--- config.mk ---
export PLATFORM = sky130hd
export DESIGN_NAME = t_mod_counter
export DESIGN_NICKNAME = d
export VERILOG_FILES = /design/src/rtl/t_mod_counter_pkg.sv /design/src/rtl/t_mod_counter_ff_stage.sv /design/src/rtl/t_mod_counter.sv
export SDC_FILE = /design/constraint.sdc
export NUM_CORES = 1
export LEC_CHECK = 0
export ABC_AREA = 0
export BUFFER_PORTS_ARGS = -buffer_cell sky130_fd_sc_hd__clkbuf_2
export CAP_MARGIN = 20
export CELL_PAD_IN_SITES_DETAIL_PLACEMENT = 1
export CELL_PAD_IN_SITES_GLOBAL_PLACEMENT = 1
export CORE_ASPECT_RATIO = 1.1
export CORE_MARGIN = 4
export CORE_UTILIZATION = 30
export DETAILED_ROUTE_END_ITERATION = 7
export MAX_ROUTING_LAYER = met4
export PLACE_DENSITY = 0.67
export SYNTH_ARGS = -nofsm -noshare
export SYNTH_HDL_FRONTEND = slang
export SYNTH_SLANG_ARGS = --single-unit
--- constraint.sdc ---
create_clock -name clk -period 2.6 [get_ports clk]
set_input_delay 0.13 -clock clk [delete_from_list [all_inputs] [get_ports clk]]
set_output_delay 0.13 -clock clk [all_outputs]
set_load 0.01 [all_outputs]
--- src/rtl/t_mod_counter_pkg.sv ---
// Shared constants and types for the modulo-N toggle counter.
package t_counter_pkg;

  localparam int unsigned DEFAULT_WIDTH = 4;

  localparam logic DIR_UP   = 1'b1;
  localparam logic DIR_DOWN = 1'b0;

  typedef logic [DEFAULT_WIDTH-1:0] count_t;

endpackage

--- src/rtl/t_mod_counter_ff_stage.sv ---
// Single toggle flip-flop with registered complement output.
module t_ff_stage (
  input  logic clk,
  input  logic rst_n,
  input  logic t,
  output logic q,
  output logic qbar
);

  // Toggle on t; qbar is registered from the same next value so it never lags q.
  always_ff @(posedge clk or negedge rst_n) begin
    if (!rst_n) begin
      q    <= 1'b0;
      qbar <= 1'b1;
    end else begin
      q    <= q ^ t;
      qbar <= ~(q ^ t);
    end
  end

endmodule

--- src/rtl/t_mod_counter.sv ---
// Programmable modulo-N up/down counter built from per-bit toggle stages,
// with a one-cycle terminal-count pulse and a wrap-driven divide-by-two output.
module t_mod_counter
  import t_counter_pkg::*;
#(
  parameter int unsigned WIDTH = 4
) (
  input  logic             clk,
  input  logic             rst_n,
  input  logic             en,
  input  logic             up,
  input  logic             load,
  input  logic [WIDTH-1:0] load_val,
  input  logic [WIDTH-1:0] mod_max,
  output logic [WIDTH-1:0] q,
  output logic [WIDTH-1:0] qbar,
  output logic             tc,
  output logic             div_out
);

  localparam logic [WIDTH-1:0] ONE = {{(WIDTH-1){1'b0}}, 1'b1};

  logic [WIDTH-1:0] nxt;
  logic [WIDTH-1:0] t;
  logic             wrap;
  logic             div_q;
  logic             div_qbar;

  // Next count and wrap detection: load > enabled step > hold.
  always_comb begin
    nxt  = q;
    wrap = 1'b0;
    if (load) begin
      nxt = (load_val > mod_max) ? mod_max : load_val;
    end else if (en) begin
      if (up == DIR_UP) begin
        if (q >= mod_max) begin
          nxt  = '0;
          wrap = 1'b1;
        end else begin
          nxt = q + ONE;
        end
      end else begin
        if ((q == '0) || (q > mod_max)) begin
          nxt  = mod_max;
          wrap = 1'b1;
        end else begin
          nxt = q - ONE;
        end
      end
    end
  end

  // Toggle inputs: a bit flips exactly where the current and next count differ.
  always_comb begin
    t = q ^ nxt;
  end

  for (genvar i = 0; i < WIDTH; i++) begin : g_bit
    t_ff_stage u_bit (
      .clk  (clk),
      .rst_n(rst_n),
      .t    (t[i]),
      .q    (q[i]),
      .qbar (qbar[i])
    );
  end

  t_ff_stage u_div (
    .clk  (clk),
    .rst_n(rst_n),
    .t    (wrap),
    .q    (div_q),
    .qbar (div_qbar)
  );

  // The divider stage's rails are always complementary; combining them
  // reduces to div_q while keeping both stage outputs referenced.
  assign div_out = div_q & ~div_qbar;

  // Terminal-count pulse: registered wrap, cleared on load and hold cycles.
  always_ff @(posedge clk or negedge rst_n) begin
    if (!rst_n) begin
      tc <= 1'b0;
    end else begin
      tc <= wrap;
    end
  end

endmodule

==> results of run 1 <==
per-stage QoR:
stage	area (um^2)	setup WS, ns	hold slack (ns)	power [uW]	instances
after global routing	1170	0.222	0.299	917	176
after detailed placement	1130	0.360	0.0252	731	171
after floorplan	1070	0.550	-0.166	650	113
after global placement	1130	0.487	0.0214	715	171
after CTS	1170	0.354	0.261	857	176
final	1170	0.344	0.265	850	176
registers in the layout (all words and copies together), names as in the netlist:
signal and count:
tc 1, u_div.qbar 1, u_div.q 1, g_bit.u_bit.q 4
g_bit.u_bit.qbar 4
cells in the final DEF, fill, tap and decap left out, drive strengths merged, types with 2 or more instances in the layout:
cell and count:
nor2 6, nand2b 2, nor3 3, and3 3
inv 10, ha 10, nand4 3, nor2b 3
nand2 3, a311oi 2, dfstp 5, a221oi 2
a221o 3, xor2 2, nand3 7, a21oi 4
mux2i 5, clkbuf 26, dfrtp 6, o21ai 7
final cells by class:
class,count,area [um^2]
tap,48,60.1
clock buffer,4,26.3
inverter,10,37.5
multi-input combinational,79,634
sequential,11,282
fill,403,2220
timing repair buffer,24,128
worst max-delay path: cells and delay by family, from the launching register on:
family | cells | cell delay, ns
adders and majority gates | 1 | 0.39
muxes | 1 | 0.32
DFF | 1 | 0.49
and+or+nand+nor | 1 | 0.16
AOI/OAI and AO/OA | 3 | 0.82
metal layers:
layer / GRT usage (%) / wire length (um) / part of all wire, %
met1: 17.0 / 1270 / 48
met2: 20.5 / 1240 / 47
met3: 2.06 / 108 / 4.1
met4: 4.93 / 31 / 1.2
met5: - / 0 / 0
power by group through the flow:
stage / combinational, uW / clock, uW / sequential (uW)
finish: 448 / 123 / 279
global route: 499 / 131 / 287
CTS: 451 / 125 / 280
detailed placement: 448 / 0 / 283
global placement: 437 / 0 / 278
floorplan: 377 / 0 / 273
worst max-delay path by stage:
stage	start	slack [ns]	depth (start not counted)	to
3_5_place_dp	g_bit[3].u_bit.q	0.36	6	g_bit[1].u_bit.q
4_1_cts	g_bit[3].u_bit.q	0.35	6	g_bit[1].u_bit.qbar
6_report	g_bit[3].u_bit.q	0.34	6	g_bit[1].u_bit.qbar
3_3_place_gp	g_bit[3].u_bit.q	0.49	6	g_bit[1].u_bit.qbar
5_1_grt	g_bit[3].u_bit.q	0.22	6	g_bit[1].u_bit.qbar
2_1_floorplan	g_bit[3].u_bit.q	0.55	6	g_bit[1].u_bit.qbar
what timing repair did:
| action | CTS | global route |
|---|---|---|
| endpoints found under the hold margin | 11 | 0 |
| endpoints found under the setup margin | 0 | 0 |
| hold buffers | 1 | 0 |
cell families (layout without fill, tap and decap cells):
group | Yosys count | after routing | share of synthesized area, %
flip-flops | 11 | 11 | 26.4
AND/OR/NAND/NOR | 34 | 34 | 19.6
adder cells (fa/ha/maj) | 10 | 10 | 11.7
XOR/XNOR | 3 | 3 | 2.46
multiplexers | 6 | 6 | 6.10
buffers and inverters | 23 | 38 | 14.2
AO/OA/AOI/OAI | 26 | 26 | 19.6
==> flow_results.xml, run 1 <==
<?xml version="1.0" encoding="UTF-8"?>
<metrics>
  <group name="synthesis">
    <metric name="synth_enable_flop_cells" unit="">0</metric>
    <metric name="syn-num-nets" unit="">136</metric>
    <metric name="yosys_warnings" unit="">0</metric>
    <metric name="avgSynthCellArea" unit="um^2">9.44</metric>
    <metric name="synth.ff_latch_count" unit="">11</metric>
    <metric name="async_sr_flop_fraction" unit="%">100</metric>
    <metric name="post-synth-top-count-cell" unit="">ha_1</metric>
    <metric name="yosys-top-cells-count" unit="">ha_1, inv_1, buf_4, nand3_1, dfrtp_1</metric>
    <metric name="yosys-top-cells-area" unit="">dfrtp_1, dfstp_2, ha_1</metric>
    <metric name="synth_area" unit="um^2">1070</metric>
    <metric name="area_fraction_of_the_dominant_cell_type_after_synthesis" unit="%">14.1</metric>
    <metric name="synth.yosys.seq_area_share" unit="%">26.4</metric>
    <metric name="synth_top_cell_by_area" unit="">dfrtp_1</metric>
    <metric name="ys_dominant_reg_cell" unit="">dfrtp_1</metric>
    <metric name="post_synth_num_cell_types" unit="">41</metric>
    <metric name="synthesis.instances" unit="">113</metric>
  </group>
  <group name="global_routing">
    <metric name="wire_length_of_the_first_global_routing_pass" unit="um">4560</metric>
    <metric name="first_global_vias" unit="">962</metric>
    <metric name="grt.overflow.total" unit="">0</metric>
    <metric name="globalRouteTotalUtil" unit="%">13.1</metric>
    <metric name="grt_antenna_before_repair" unit="">0</metric>
    <metric name="grt_start_max_net_pins" unit="">19</metric>
  </group>
  <group name="floorplan">
    <metric name="floorplan.core_area" unit="um^2">3390</metric>
    <metric name="die_ht" unit="um">70.6</metric>
    <metric name="io-pin-count" unit="">23</metric>
    <metric name="dieArea" unit="um^2">4580</metric>
    <metric name="chipWidth" unit="um">64.9</metric>
    <metric name="start_util" unit="%">31.5</metric>
    <metric name="std_cell_rows" unit="">22</metric>
  </group>
  <group name="critical_path">
    <metric name="worst_ep_required_time" unit="ns">2.80</metric>
    <metric name="timing.rr.end" unit="">g_bit[1].u_bit.qbar</metric>
    <metric name="cp_cell_sequence" unit="">ha_1 &gt; a21oi_1 &gt; a21boi_4 &gt; nor2_4 &gt; mux2_4 &gt; a221o_1</metric>
    <metric name="cp_slowest_stage_delay" unit="ns">0.49</metric>
    <metric name="worst_r2r_src" unit="">g_bit[3].u_bit.q</metric>
    <metric name="cp-end-kind" unit="">register</metric>
    <metric name="cp.arrival" unit="ns">2.46</metric>
    <metric name="worstPathMaxFanout" unit="">6</metric>
    <metric name="reg2reg_setup_slack" unit="ns">0.34</metric>
    <metric name="worstRegToRegCells" unit="">6</metric>
    <metric name="critical-path-slowest-cell" unit="">dfrtp_1</metric>
    <metric name="critical_path_start_type" unit="">register</metric>
    <metric name="crit_type" unit="">reg -&gt; reg</metric>
  </group>
  <group name="finish">
    <metric name="antenna_cells" unit="">0</metric>
    <metric name="finish.utilization" unit="%">34.5</metric>
    <metric name="finalNetCount" unit="">152</metric>
    <metric name="drive_above_1_share" unit="%">31.3</metric>
    <metric name="area.growth.synth_to_final" unit="%">9.38</metric>
  </group>
  <group name="route">
    <metric name="wire_per_inst" unit="um">15.1</metric>
    <metric name="detailedRoute.firstPassIterationCount" unit="">4</metric>
    <metric name="detail_routed_via_count_per_cell" unit="">5.01</metric>
    <metric name="post-route-drc-count" unit="">0</metric>
    <metric name="antenna_violating_nets_post_route" unit="">0</metric>
    <metric name="postRouteWirelength" unit="um">2660</metric>
    <metric name="dr.first_iter.drc_count" unit="">17</metric>
    <metric name="routed-via-count" unit="">881</metric>
  </group>
  <group name="power_and_ir_drop">
    <metric name="sequentialPowerShare" unit="%">32.8</metric>
    <metric name="sw_power" unit="uW">353</metric>
    <metric name="internal_power" unit="uW">497</metric>
    <metric name="cellPowerDensity" unit="nW/um^2">728</metric>
    <metric name="comb_power_share" unit="%">52.7</metric>
    <metric name="switching_share" unit="%">41.5</metric>
    <metric name="vdd_ir_drop_max" unit="V">0.000173</metric>
    <metric name="clockPowerShare" unit="%">14.5</metric>
    <metric name="total_leakage_power" unit="uW">0.000557</metric>
  </group>
  <group name="job">
    <metric name="maxCapViolations" unit="">0</metric>
  </group>
  <group name="status">
    <metric name="outcome" unit="">completed</metric>
  </group>
  <group name="timing">
    <metric name="finalHoldViolations" unit="">0</metric>
    <metric name="slew_headroom" unit="%">71.6</metric>
    <metric name="worst_slew_pin_slew" unit="ns">0.415</metric>
    <metric name="rsz_0062_raised_after_global_routing" unit="">false</metric>
    <metric name="final-max-slew-violation-count" unit="">0</metric>
    <metric name="final.period_utilization" unit="%">86.8</metric>
    <metric name="final_period_minus_worst_setup_slack" unit="ns">2.26</metric>
    <metric name="fin_setup_tns" unit="ns">0</metric>
    <metric name="finClkSkew" unit="ns">0.00386</metric>
    <metric name="timing.fmax" unit="GHz">0.443</metric>
    <metric name="setup_viol_count_final" unit="">0</metric>
  </group>
  <group name="placement">
    <metric name="port_buffers" unit="">22</metric>
    <metric name="routabilityCongestion" unit="">0.962</metric>
    <metric name="dpl.hpwl" unit="um">2220</metric>
  </group>
  <group name="clock_network">
    <metric name="cts_max_path_buffers" unit="">2</metric>
    <metric name="cts_root_buffer" unit="">clkbuf_4</metric>
    <metric name="cts.repair_timing.setup_buffer_count" unit="">0</metric>
    <metric name="number_of_buffers_inserted_during_clock_tree_synthesis" unit="">3</metric>
    <metric name="cts_htree_levels" unit="">1</metric>
    <metric name="tritoncts" unit="">yes</metric>
    <metric name="clk-insertion-delay-late" unit="ns">0.28</metric>
    <metric name="cts.sinks" unit="">11</metric>
    <metric name="cts-resized-gates" unit="">0</metric>
    <metric name="worst_setup_hold_path_clk_slew" unit="ns">0.08</metric>
  </group>
  <group name="worst_hold_path">
    <metric name="type_of_the_worst_min_delay_path" unit="">in -&gt; async</metric>
  </group>
</metrics>
(Power assumes the default switching activity.)
==> inputs of run 2 (changes only) <==
- SETUP_SLACK_MARGIN: unset -> 0.4
==> flow_results.xml, run 2 (synthesized netlist as in run 1, its figures left out) <==
<?xml version="1.0" encoding="UTF-8"?>
<metrics>
  <group name="route">
    <metric name="wire_per_inst" unit="um">15.3</metric>
    <metric name="postRouteWirelength" unit="um">2750</metric>
    <metric name="dr.first_iter.drc_count" unit="">26</metric>
    <metric name="routed-via-count" unit="">922</metric>
    <metric name="detail_routed_via_count_per_cell" unit="">5.12</metric>
    <metric name="post-route-drc-count" unit="">0</metric>
    <metric name="antenna_violating_nets_post_route" unit="">0</metric>
    <metric name="detailedRoute.firstPassIterationCount" unit="">4</metric>
  </group>
  <group name="finish">
    <metric name="largest_registers" unit="">g_bit.u_bit.q (4), g_bit.u_bit.qbar (4)</metric>
    <metric name="area.growth.synth_to_final" unit="%">14.1</metric>
    <metric name="drive_above_1_share" unit="%">37.1</metric>
    <metric name="antenna_cells" unit="">0</metric>
    <metric name="finalNetCount" unit="">156</metric>
    <metric name="layout_commonest_cell" unit="">clkbuf_2</metric>
    <metric name="final_cell_mix" unit="">clkbuf_2, inv_1, ha_1</metric>
  </group>
  <group name="critical_path">
    <metric name="critical_path_start_type" unit="">register</metric>
    <metric name="worst_ep_required_time" unit="ns">2.80</metric>
    <metric name="reg2reg_setup_slack" unit="ns">0.51</metric>
    <metric name="worstPathMaxFanout" unit="">4</metric>
    <metric name="crit_type" unit="">reg -&gt; reg</metric>
    <metric name="worst_r2r_src" unit="">g_bit[1].u_bit.q</metric>
    <metric name="timing.rr.end" unit="">g_bit[1].u_bit.qbar</metric>
    <metric name="cp.arrival" unit="ns">2.29</metric>
    <metric name="cp-end-kind" unit="">register</metric>
    <metric name="worstSetupStartpoint" unit="">g_bit[1].u_bit.q</metric>
    <metric name="worstRegToRegCells" unit="">7</metric>
  </group>
  <group name="timing">
    <metric name="final.setup.worst_slack" unit="ns">0.511</metric>
    <metric name="setup_viol_count_final" unit="">0</metric>
    <metric name="timing.fmax" unit="GHz">0.479</metric>
    <metric name="rsz_0062_raised_after_global_routing" unit="">false</metric>
    <metric name="final.period_utilization" unit="%">80.3</metric>
    <metric name="finClkSkew" unit="ns">0.00589</metric>
    <metric name="final_period_minus_worst_setup_slack" unit="ns">2.09</metric>
    <metric name="final-max-slew-violation-count" unit="">0</metric>
    <metric name="fin_setup_tns" unit="ns">0</metric>
    <metric name="finalHoldViolations" unit="">0</metric>
    <metric name="slew_headroom" unit="%">72.3</metric>
    <metric name="worst_slew_pin_slew" unit="ns">0.405</metric>
  </group>
  <group name="job">
    <metric name="maxCapViolations" unit="">0</metric>
  </group>
  <group name="floorplan">
    <metric name="chipWidth" unit="um">64.9</metric>
    <metric name="die_ht" unit="um">70.6</metric>
    <metric name="start_util" unit="%">31.5</metric>
    <metric name="io-pin-count" unit="">23</metric>
    <metric name="std_cell_rows" unit="">22</metric>
    <metric name="dieArea" unit="um^2">4580</metric>
    <metric name="floorplan.core_area" unit="um^2">3390</metric>
  </group>
  <group name="clock_network">
    <metric name="clk-insertion-delay-late" unit="ns">0.28</metric>
    <metric name="cts_htree_levels" unit="">1</metric>
    <metric name="number_of_buffers_inserted_during_clock_tree_synthesis" unit="">3</metric>
    <metric name="tritoncts" unit="">yes</metric>
    <metric name="cts_max_path_buffers" unit="">2</metric>
    <metric name="cts_root_buffer" unit="">clkbuf_4</metric>
    <metric name="cts.sinks" unit="">11</metric>
    <metric name="worst_setup_hold_path_clk_slew" unit="ns">0.08</metric>
  </group>
  <group name="global_routing">
    <metric name="first_global_vias" unit="">956</metric>
    <metric name="grt.overflow.total" unit="">0</metric>
    <metric name="grt_start_max_net_pins" unit="">19</metric>
    <metric name="wire_length_of_the_first_global_routing_pass" unit="um">4600</metric>
    <metric name="grt_antenna_before_repair" unit="">0</metric>
    <metric name="globalRouteTotalUtil" unit="%">13.2</metric>
  </group>
  <group name="power_and_ir_drop">
    <metric name="cellPowerDensity" unit="nW/um^2">742</metric>
    <metric name="total_leakage_power" unit="uW">0.000573</metric>
    <metric name="vdd_ir_drop_max" unit="V">0.000179</metric>
  </group>
  <group name="status">
    <metric name="outcome" unit="">completed</metric>
  </group>
  <group name="placement">
    <metric name="port_buffers" unit="">22</metric>
    <metric name="place_ws" unit="ns">0.360</metric>
    <metric name="routabilityCongestion" unit="">0.962</metric>
    <metric name="dpl.hpwl" unit="um">2220</metric>
  </group>
  <group name="worst_hold_path">
    <metric name="type_of_the_worst_min_delay_path" unit="">in -&gt; async</metric>
  </group>
</metrics>
run 2: metrics by stage:
step	cell area (um^2)	instances	util, %	power [uW]	hold WS (ns)
floorplan	1070	113	-	650	-0.166
global placement	1130	171	33.4	715	0.0214
detailed placement	1130	171	33.4	731	0.0252
CTS	1180	176	35.0	868	0.261
global route	1220	180	36.0	969	0.297
finish	1220	180	36.0	903	0.262
run 2: worst max path at each step:
stage / cells after the start / endpoint / slack [ns]
final: 7 / g_bit[1].u_bit.qbar / 0.51
after floorplan: 6 / g_bit[1].u_bit.qbar / 0.55
after CTS: 7 / g_bit[1].u_bit.qbar / 0.44
after global placement: 6 / g_bit[1].u_bit.qbar / 0.49
after detailed placement: 6 / g_bit[1].u_bit.q / 0.36
after global routing: 7 / g_bit[1].u_bit.qbar / 0.40
run 2: per-layer routing:
layer | up-vias | track usage, % | routed length (um) | part of all wire [%]
li1 | 442 | - | - | -
met1 | 441 | 17.0 | 1260 | 46
met2 | 31 | 21.0 | 1320 | 48
met3 | 8 | 2.22 | 129 | 4.7
met4 | 0 | 4.23 | 41 | 1.5
met5 | - | - | 0 | 0
run 2: layout make-up:
type | instances | area [um^2]
repair buffers | 28 | 158
inverters | 10 | 37.5
well taps | 48 | 60.1
multi-input cells | 79 | 651
clock buffers | 4 | 26.3
fillers | 405 | 2170
flip-flops and latches | 11 | 285
run 2: where the power goes:
group          leakage (uW)  total, uW  switching, uW  internal [uW]
Combinational      0.000436        500            265            235
Clock             0.0000150        125           65.8           59.5
Sequential         0.000122        278           37.4            240
Total              0.000573        903            368            535
run 2: worst max-delay path: stages (launching register included):
cell and delay [ns]:
dfrtp_2 0.44, ha_1 0.30, nor2b_4 0.14, o211ai_4 0.20, a21boi_4 0.11, nor2_4 0.16
mux2_4 0.32, a221o_1 0.35
run 2: timing repair:
| item | in CTS | in global routing |
|---|---|---|
| gates resized for setup | 2 | 3 |
| hold endpoints to repair | 11 | 0 |
| setup buffers | 0 | 4 |
| pin swaps | 0 | 1 |
| endpoints found under the setup margin | 2 | 3 |
| hold buffers | 1 | 0 |
